### src/rtl/serial_adder_pkg.sv
`default_nettype none
// ============================================================================
// Module   : serial_adder_pkg
// Purpose  : Shared constants for the bit-serial adder: FSM state encodings
//            and a clog2 helper used to size the bit counter.
// Ports    : none (package)
// Config   : SERIAL_SUB_EN (see serial_adder.sv) does not affect this file.
// Revision : 1.0 - initial release
// ============================================================================
package serial_adder_pkg;

    localparam int STATE_W = 2;

    localparam logic [STATE_W-1:0] ST_IDLE = 2'd0;
    localparam logic [STATE_W-1:0] ST_RUN  = 2'd1;
    localparam logic [STATE_W-1:0] ST_FIN  = 2'd2;

    // Ceiling log2; returns at least 1 so a counter never ends up zero-width.
    function automatic int clog2(input int value);
        int r;
        int v;
        r = 0;
        v = value - 1;
        while (v > 0) begin
            r = r + 1;
            v = v >> 1;
        end
        if (r == 0) begin
            r = 1;
        end
        return r;
    endfunction

endpackage : serial_adder_pkg
`default_nettype wire

### src/rtl/serial_adder_if.sv
`default_nettype none
// ============================================================================
// Module   : serial_adder_if
// Purpose  : Request/response bundle between a requester and the serial
//            adder.
// Signals  : start        requester -> adder, begin an operation
//            a, b, cin    requester -> adder, operands (sampled on start)
//            sub          requester -> adder, subtract select
//                         (only when SERIAL_SUB_EN is defined)
//            busy         adder -> requester, bits in progress
//            done         adder -> requester, one-cycle result-valid pulse
//            sum, cout    adder -> requester, result
// Modports : master (requester side), slave (adder side)
// Config   : SERIAL_SUB_EN adds the sub signal.
// Revision : 1.0 - initial release
// ============================================================================
interface serial_adder_if #(
    parameter int WIDTH = 8
) ();
    logic             start;
    logic [WIDTH-1:0] a;
    logic [WIDTH-1:0] b;
    logic             cin;
`ifdef SERIAL_SUB_EN
    logic             sub;
`endif
    logic             busy;
    logic             done;
    logic [WIDTH-1:0] sum;
    logic             cout;

    modport master (
        output start, a, b, cin,
`ifdef SERIAL_SUB_EN
        output sub,
`endif
        input  busy, done, sum, cout
    );

    modport slave (
        input  start, a, b, cin,
`ifdef SERIAL_SUB_EN
        input  sub,
`endif
        output busy, done, sum, cout
    );

endinterface : serial_adder_if
`default_nettype wire

### src/rtl/serial_adder_full_adder.sv
`default_nettype none
// ============================================================================
// Module   : full_adder
// Purpose  : Combinational 1-bit full adder cell; the only arithmetic
//            element of the serial adder.
// Ports    : x_i, y_i   operand bits
//            cin_i      carry in
//            sum_o      sum bit
//            cout_o     carry out
// Revision : 1.0 - initial release
// ============================================================================
module full_adder (
    input  wire logic x_i,
    input  wire logic y_i,
    input  wire logic cin_i,
    output logic      sum_o,
    output logic      cout_o
);

    assign sum_o  = x_i ^ y_i ^ cin_i;
    assign cout_o = (x_i & y_i) | (x_i & cin_i) | (y_i & cin_i);

endmodule : full_adder
`default_nettype wire

### src/rtl/serial_adder.sv
`default_nettype none
// ============================================================================
// Module   : serial_adder
// Purpose  : Bit-serial WIDTH-bit adder, LSB first, using one full_adder
//            cell and one carry flip-flop. An accepted start takes WIDTH
//            cycles; done pulses for one cycle when sum/cout are final.
// Ports    : clk        rising-edge clock
//            rst_n      asynchronous active-low reset
//            bus        serial_adder_if.slave (start/a/b/cin[/sub] in,
//                       busy/done/sum/cout out)
// Params   : WIDTH      operand/result width, >= 2
// Config   : SERIAL_SUB_EN - when defined, bus.sub=1 computes a - b - cin
//            (cin as borrow-in) and cout reports borrow-out.
// Revision : 1.0 - initial release
// ============================================================================
module serial_adder
    import serial_adder_pkg::*;
#(
    parameter int WIDTH = 8
) (
    input  wire logic      clk,
    input  wire logic      rst_n,
    serial_adder_if.slave  bus
);

    localparam int               CNT_W    = clog2(WIDTH);
    localparam logic [CNT_W-1:0] CNT_LAST = CNT_W'(WIDTH - 1);

    logic [STATE_W-1:0] state_q, state_d;
    logic [CNT_W-1:0]   cnt_q,   cnt_d;
    logic [WIDTH-1:0]   a_sh_q,  a_sh_d;
    logic [WIDTH-1:0]   b_sh_q,  b_sh_d;
    logic [WIDTH-1:0]   sum_q,   sum_d;
    logic               carry_q, carry_d;
    logic               cout_q,  cout_d;
    logic               sub_q,   sub_d;

    logic               accept;
    logic               sub_in;
    logic               fa_sum;
    logic               fa_cout;

`ifdef SERIAL_SUB_EN
    assign sub_in = bus.sub;
`else
    assign sub_in = 1'b0;
`endif

    // start is only honoured when no operation is in flight.
    assign accept = bus.start && ((state_q == ST_IDLE) || (state_q == ST_FIN));

    full_adder u_fa (
        .x_i    (a_sh_q[0]),
        .y_i    (b_sh_q[0]),
        .cin_i  (carry_q),
        .sum_o  (fa_sum),
        .cout_o (fa_cout)
    );

    // ------------------------------------------------------------------
    // State register
    // ------------------------------------------------------------------
    always_ff @(posedge clk or negedge rst_n) begin
        if (!rst_n) begin
            state_q <= ST_IDLE;
        end else begin
            state_q <= state_d;
        end
    end

    // ------------------------------------------------------------------
    // Next-state logic
    // ------------------------------------------------------------------
    always_comb begin
        state_d = state_q;
        case (state_q)
            ST_IDLE: if (bus.start) state_d = ST_RUN;
            ST_RUN:  if (cnt_q == CNT_LAST) state_d = ST_FIN;
            ST_FIN:  state_d = bus.start ? ST_RUN : ST_IDLE;
            default: state_d = ST_IDLE;
        endcase
    end

    // ------------------------------------------------------------------
    // Output logic
    // ------------------------------------------------------------------
    always_comb begin
        bus.busy = (state_q == ST_RUN);
        bus.done = (state_q == ST_FIN);
        bus.sum  = sum_q;
        bus.cout = cout_q;
    end

    // ------------------------------------------------------------------
    // Datapath next-state
    // ------------------------------------------------------------------
    always_comb begin
        cnt_d   = cnt_q;
        a_sh_d  = a_sh_q;
        b_sh_d  = b_sh_q;
        sum_d   = sum_q;
        carry_d = carry_q;
        cout_d  = cout_q;
        sub_d   = sub_q;
        if (accept) begin
            // Subtraction is a + ~b + ~cin, so invert b and cin at load.
            a_sh_d  = bus.a;
            b_sh_d  = sub_in ? ~bus.b : bus.b;
            carry_d = sub_in ^ bus.cin;
            sub_d   = sub_in;
            cnt_d   = '0;
        end else if (state_q == ST_RUN) begin
            a_sh_d  = a_sh_q >> 1;
            b_sh_d  = b_sh_q >> 1;
            carry_d = fa_cout;
            // Result enters at the MSB so after WIDTH shifts bit 0 is at LSB.
            sum_d   = {fa_sum, sum_q[WIDTH-1:1]};
            // In subtract mode a missing final carry means a borrow.
            cout_d  = sub_q ^ fa_cout;
            cnt_d   = cnt_q + 1'b1;
        end
    end

    always_ff @(posedge clk or negedge rst_n) begin
        if (!rst_n) begin
            cnt_q   <= '0;
            a_sh_q  <= '0;
            b_sh_q  <= '0;
            sum_q   <= '0;
            carry_q <= 1'b0;
            cout_q  <= 1'b0;
            sub_q   <= 1'b0;
        end else begin
            cnt_q   <= cnt_d;
            a_sh_q  <= a_sh_d;
            b_sh_q  <= b_sh_d;
            sum_q   <= sum_d;
            carry_q <= carry_d;
            cout_q  <= cout_d;
            sub_q   <= sub_d;
        end
    end

endmodule : serial_adder
`default_nettype wire
### src/flat_wrapper.sv
// flat-port wrapper written by rule: the top's interface ports become plain ports
module serial_adder_flat import serial_adder_pkg::*;
#(
    parameter int WIDTH = 8
)
  (clk, rst_n, bus_start, bus_a, bus_b, bus_cin, bus_busy, bus_done, bus_sum, bus_cout);
  serial_adder_if #(.WIDTH(WIDTH)) bus_i ();
  input  wire logic clk;
  input  wire logic rst_n;
  input wire logic [$bits(bus_i.start)-1:0] bus_start;
  input wire logic [$bits(bus_i.a)-1:0] bus_a;
  input wire logic [$bits(bus_i.b)-1:0] bus_b;
  input wire logic [$bits(bus_i.cin)-1:0] bus_cin;
  output wire logic [$bits(bus_i.busy)-1:0] bus_busy;
  output wire logic [$bits(bus_i.done)-1:0] bus_done;
  output wire logic [$bits(bus_i.sum)-1:0] bus_sum;
  output wire logic [$bits(bus_i.cout)-1:0] bus_cout;
  assign bus_i.start = bus_start;
  assign bus_i.a = bus_a;
  assign bus_i.b = bus_b;
  assign bus_i.cin = bus_cin;
  assign bus_busy = bus_i.busy;
  assign bus_done = bus_i.done;
  assign bus_sum = bus_i.sum;
  assign bus_cout = bus_i.cout;
  serial_adder #(.WIDTH(WIDTH)) u_core (.clk(clk), .rst_n(rst_n), .bus(bus_i));
endmodule
### config.mk
export PLATFORM = sky130hd
export DESIGN_NAME = serial_adder_flat
export DESIGN_NICKNAME = d
export VERILOG_FILES = /design/src/rtl/serial_adder_pkg.sv /design/src/rtl/serial_adder_if.sv /design/src/rtl/serial_adder_full_adder.sv /design/src/rtl/serial_adder.sv /design/src/flat_wrapper.sv
export SDC_FILE = /design/constraint.sdc
export NUM_CORES = 1
export LEC_CHECK = 0
export ABC_AREA = 1
export CAP_MARGIN = 0
export CORE_UTILIZATION = 52
export CTS_BUF_LIST = sky130_fd_sc_hd__clkbuf_8
export CTS_CLUSTER_DIAMETER = 50
export DETAILED_ROUTE_END_ITERATION = 6
export PLACE_DENSITY_LB_ADDON = 0.1
export SLEW_MARGIN = 15
export SYNTH_ARGS = -nofsm -noshare
export SYNTH_HDL_FRONTEND = slang
export SYNTH_SLANG_ARGS = --single-unit
### constraint.sdc
create_clock -name clk -period 1.45 [get_ports clk]
set_clock_uncertainty 0.1 [all_clocks]
set_input_delay 0.145 -clock clk [delete_from_list [all_inputs] [get_ports clk]]
set_output_delay 0.145 -clock clk [all_outputs]
set_load 0.01 [all_outputs]
==> flow_metrics.py <==
metrics = {
    "setup_path": {
        "slowest_delay_ns": 0.53,
        "crit_family": "buffers and inverters",
        "crit_path_end_kind": "output port",
        "crit_buf_inv": 1,
        "worst-path-stages": 1,
        "path_class": "reg2out",
        "arrival_ns": 1.16,
        "cp_slowest_cell": "clkdlybuf4s50_1",
        "cp_data_required_time_ns": 1.21,
        "startpoint_type": "flop",
        "crit_fanout": 2,
        "path_cells": "clkdlybuf4s50_1",
        "rr_worst_depth": 7,
    },
    "power": {
        "ir_worst_vdd_mv": 1.74,
        "intPower_mw": 2.48,
        "p_sw_mw": 1.58,
        "power.total_mw": 4.07,
        "switching_share": 0.389,
        "p_leak_nw": 1.10,
        "power_frac_comb": 0.445,
        "seq_power_share": 0.370,
        "clock_power_share": 0.185,
        "powerDensity_mw_per_mm2": 2050,
    },
    "synthesis": {
        "synth-seq-cells": 31,
        "yosysSeqAreaShare": 0.520,
        "synth_cell_types": 18,
        "synth_nets": 214,
        "syn_inst": 191,
        "synth_area_leaders": "dfrtp_1, nand2_1, inv_1",
        "yosys.area.top_type": "dfrtp_1",
        "syn_area_sq_mm": 0.00149,
        "syn_area_per_cell_sq_um": 7.82,
        "synth_top_area_frac": 0.520,
        "ys_warn_count": 0,
    },
    "cts": {
        "tritoncts": "built",
        "cts_buffers": 5,
        "ctsHoldBuffers": 0,
        "clkSlewWorstSetupHoldPaths_ns": 0.07,
        "clockBufferDepth": 2,
        "clkSinkCount": 31,
        "root_buffer": "clkbuf_8",
        "insertion_delay_ns": 0.28,
        "h-tree-depth": 2,
    },
    "layout": {
        "num_antenna_cells": 0,
        "fillers": 224,
        "seq_area_sq_um": 776,
        "final_cell_area_sq_mm": 0.00198,
        "area_growth_pct": 32.9,
        "drive_above_1_share": 0.103,
        "post_layout_nonfiller_instances": 263,
        "nNetsFinal": 254,
        "fin_util": 0.726,
        "multi_input_area_sq_um": 563,
    },
    "detailed_routing": {
        "wl_microns": 3000,
        "ant_nets": 0,
        "vias": 1275,
        "dr.pass1.iters": 4,
        "detail_route.wl_per_cell_microns": 11.4,
        "vias_per_cell": 4.85,
        "drc_errors": 0,
        "drt_iter0_drc": 54,
    },
    "global_routing": {
        "grt_pass1_vias": 1240,
        "top_usage_layer": "met2",
        "antenna_found_initial": 0,
        "grt_max_degree": 32,
        "gr-usage-met2": 0.367,
        "use_met1": 0.274,
        "track_usage": 0.220,
        "overflow": 0,
        "grt_util_met3": 0.0698,
        "grt_pass1_wl_microns": 5200,
    },
    "sta": {
        "relSlewSlack": 0.871,
        "rsz0062_at_grt": "false",
        "post-route-period-util": 0.970,
        "fmax_mhz": 711,
        "fin_worst_hold_slack_ns": 0.130,
        "min_period_ns": 1.41,
        "drv_slew": 0,
        "setup_slack_ns": 0.0428,
        "hold_viol_final": 0,
        "finalSetupTns_ns": 0,
        "setup_viol": 0,
        "tightest_slew_ns": 0.191,
    },
    "placed_design": {
        "placed_area_sq_mm": 0.00188,
        "portBuffers": 30,
        "hpwl_microns": 2120,
        "place_ws_ns": 0.0125,
        "dp_cells": 255,
        "finalWeightedCongestion": 0.783,
    },
    "die": {
        "std_cell_rows": 19,
        "dieWidth_microns": 55.6,
        "die_area_sq_mm": 0.00309,
        "start_util": 0.546,
        "io_pins": 31,
        "core-area_sq_mm": 0.00273,
        "die_h_microns": 55.6,
    },
    "outcome": {
        "status": "completed",
    },
    "worst_hold_path": {
        "hold_class": "in2async",
    },
    "run": {
        "cap_violations": 0,
    },
}
## timing repair
item / in CTS / in global routing
pin swaps: 0 / 0
buffers inserted: 0 / 0
gates resized for setup: 5 / 3
endpoints found under the setup margin: 5 / 3
## cells by family (layout without fill, tap and decap cells)
| family | after synthesis | in the layout | synth area share |
|---|---|---|---|
| buffers and inverters | 37 | 78 | 0.103 |
| adder cells (fa/ha/maj) | 3 | 3 | 0.0302 |
| flip-flops | 31 | 31 | 0.520 |
| AO/OA/AOI/OAI | 12 | 12 | 0.0402 |
| AND/OR/NAND/NOR | 108 | 108 | 0.307 |
## layer usage
layer	vias up	wire, microns
li1	653	-
met1	588	1370
met2	29	1430
met3	5	154
met4	0	44
met5	-	0
## cell usage after synthesis
cell type / instances
nor2_4: 1
nand3_1: 19
inv_2: 1
o21ai_0: 11
nand3b_1: 1
nor2_2: 1
dfrtp_1: 31
nand2_4: 2
buf_6: 1
inv_1: 28
a21oi_1: 1
inv_4: 1
nor2_1: 9
clkbuf_1: 2
buf_2: 4
ha_1: 2
fa_1: 1
nand2_1: 75
## power by group through the flow
stage          logic [mW]  clock network, mW  registers, mW
3_3_place_gp         1.82                  0           1.51
5_1_grt              2.08              0.809           1.55
2_1_floorplan        1.17                  0           1.53
4_1_cts              1.84              0.775           1.51
6_report             1.81              0.753           1.51
3_5_place_dp         1.87                  0           1.52
## layout make-up
class	instances	share of cell area
Sequential cell	31	0.391
Multi-Input combinational cell	123	0.284
Timing Repair Buffer	40	0.195
Inverter	30	0.0580
Clock buffer	7	0.0485
Tap cell	31	0.0195
Clock inverter	1	0.00378
## sequential cells by signal (all words and copies together) (netlist names)
name             count
u_core.bus.sum       8
u_core.cnt_q         3
u_core.state_q       2
u_core.b_sh_q        8
u_core.bus.cout      1
u_core.a_sh_q        8
u_core.carry_q       1
## worst paths after layout
kind                              startpoint               end  slack, ns
hold reg to reg              u_core.bus.cout   u_core.bus.cout       0.37
max in group asynchronous              rst_n  u_core.a_sh_q[1]       0.95
setup / recovery           u_core.bus.sum[3]        bus_sum[3]       0.04
hold / removal                         rst_n  u_core.a_sh_q[2]       0.13
min in group clk                    bus_b[7]  u_core.b_sh_q[7]       0.32
setup reg to reg           u_core.state_q[0]  u_core.b_sh_q[5]       0.11
## cell usage in the layout, fill, tap and decap left out
master,n
dfrtp_1,31
nor2_4,1
dlymetal6s2s_1,2
fa_1,1
dlygate4sd2_1,4
clkdlybuf4s50_1,23
nor2_2,1
nand3_1,19
inv_1,28
nand3b_1,1
inv_2,1
clkbuf_8,7
a21oi_1,1
nand2_1,75
buf_12,1
clkdlybuf4s15_1,1
clkinvlp_4,1
nor2_1,9
inv_4,1
buf_4,9
nand2_4,2
o21ai_0,11
ha_1,2
(Power assumes the default switching activity.)
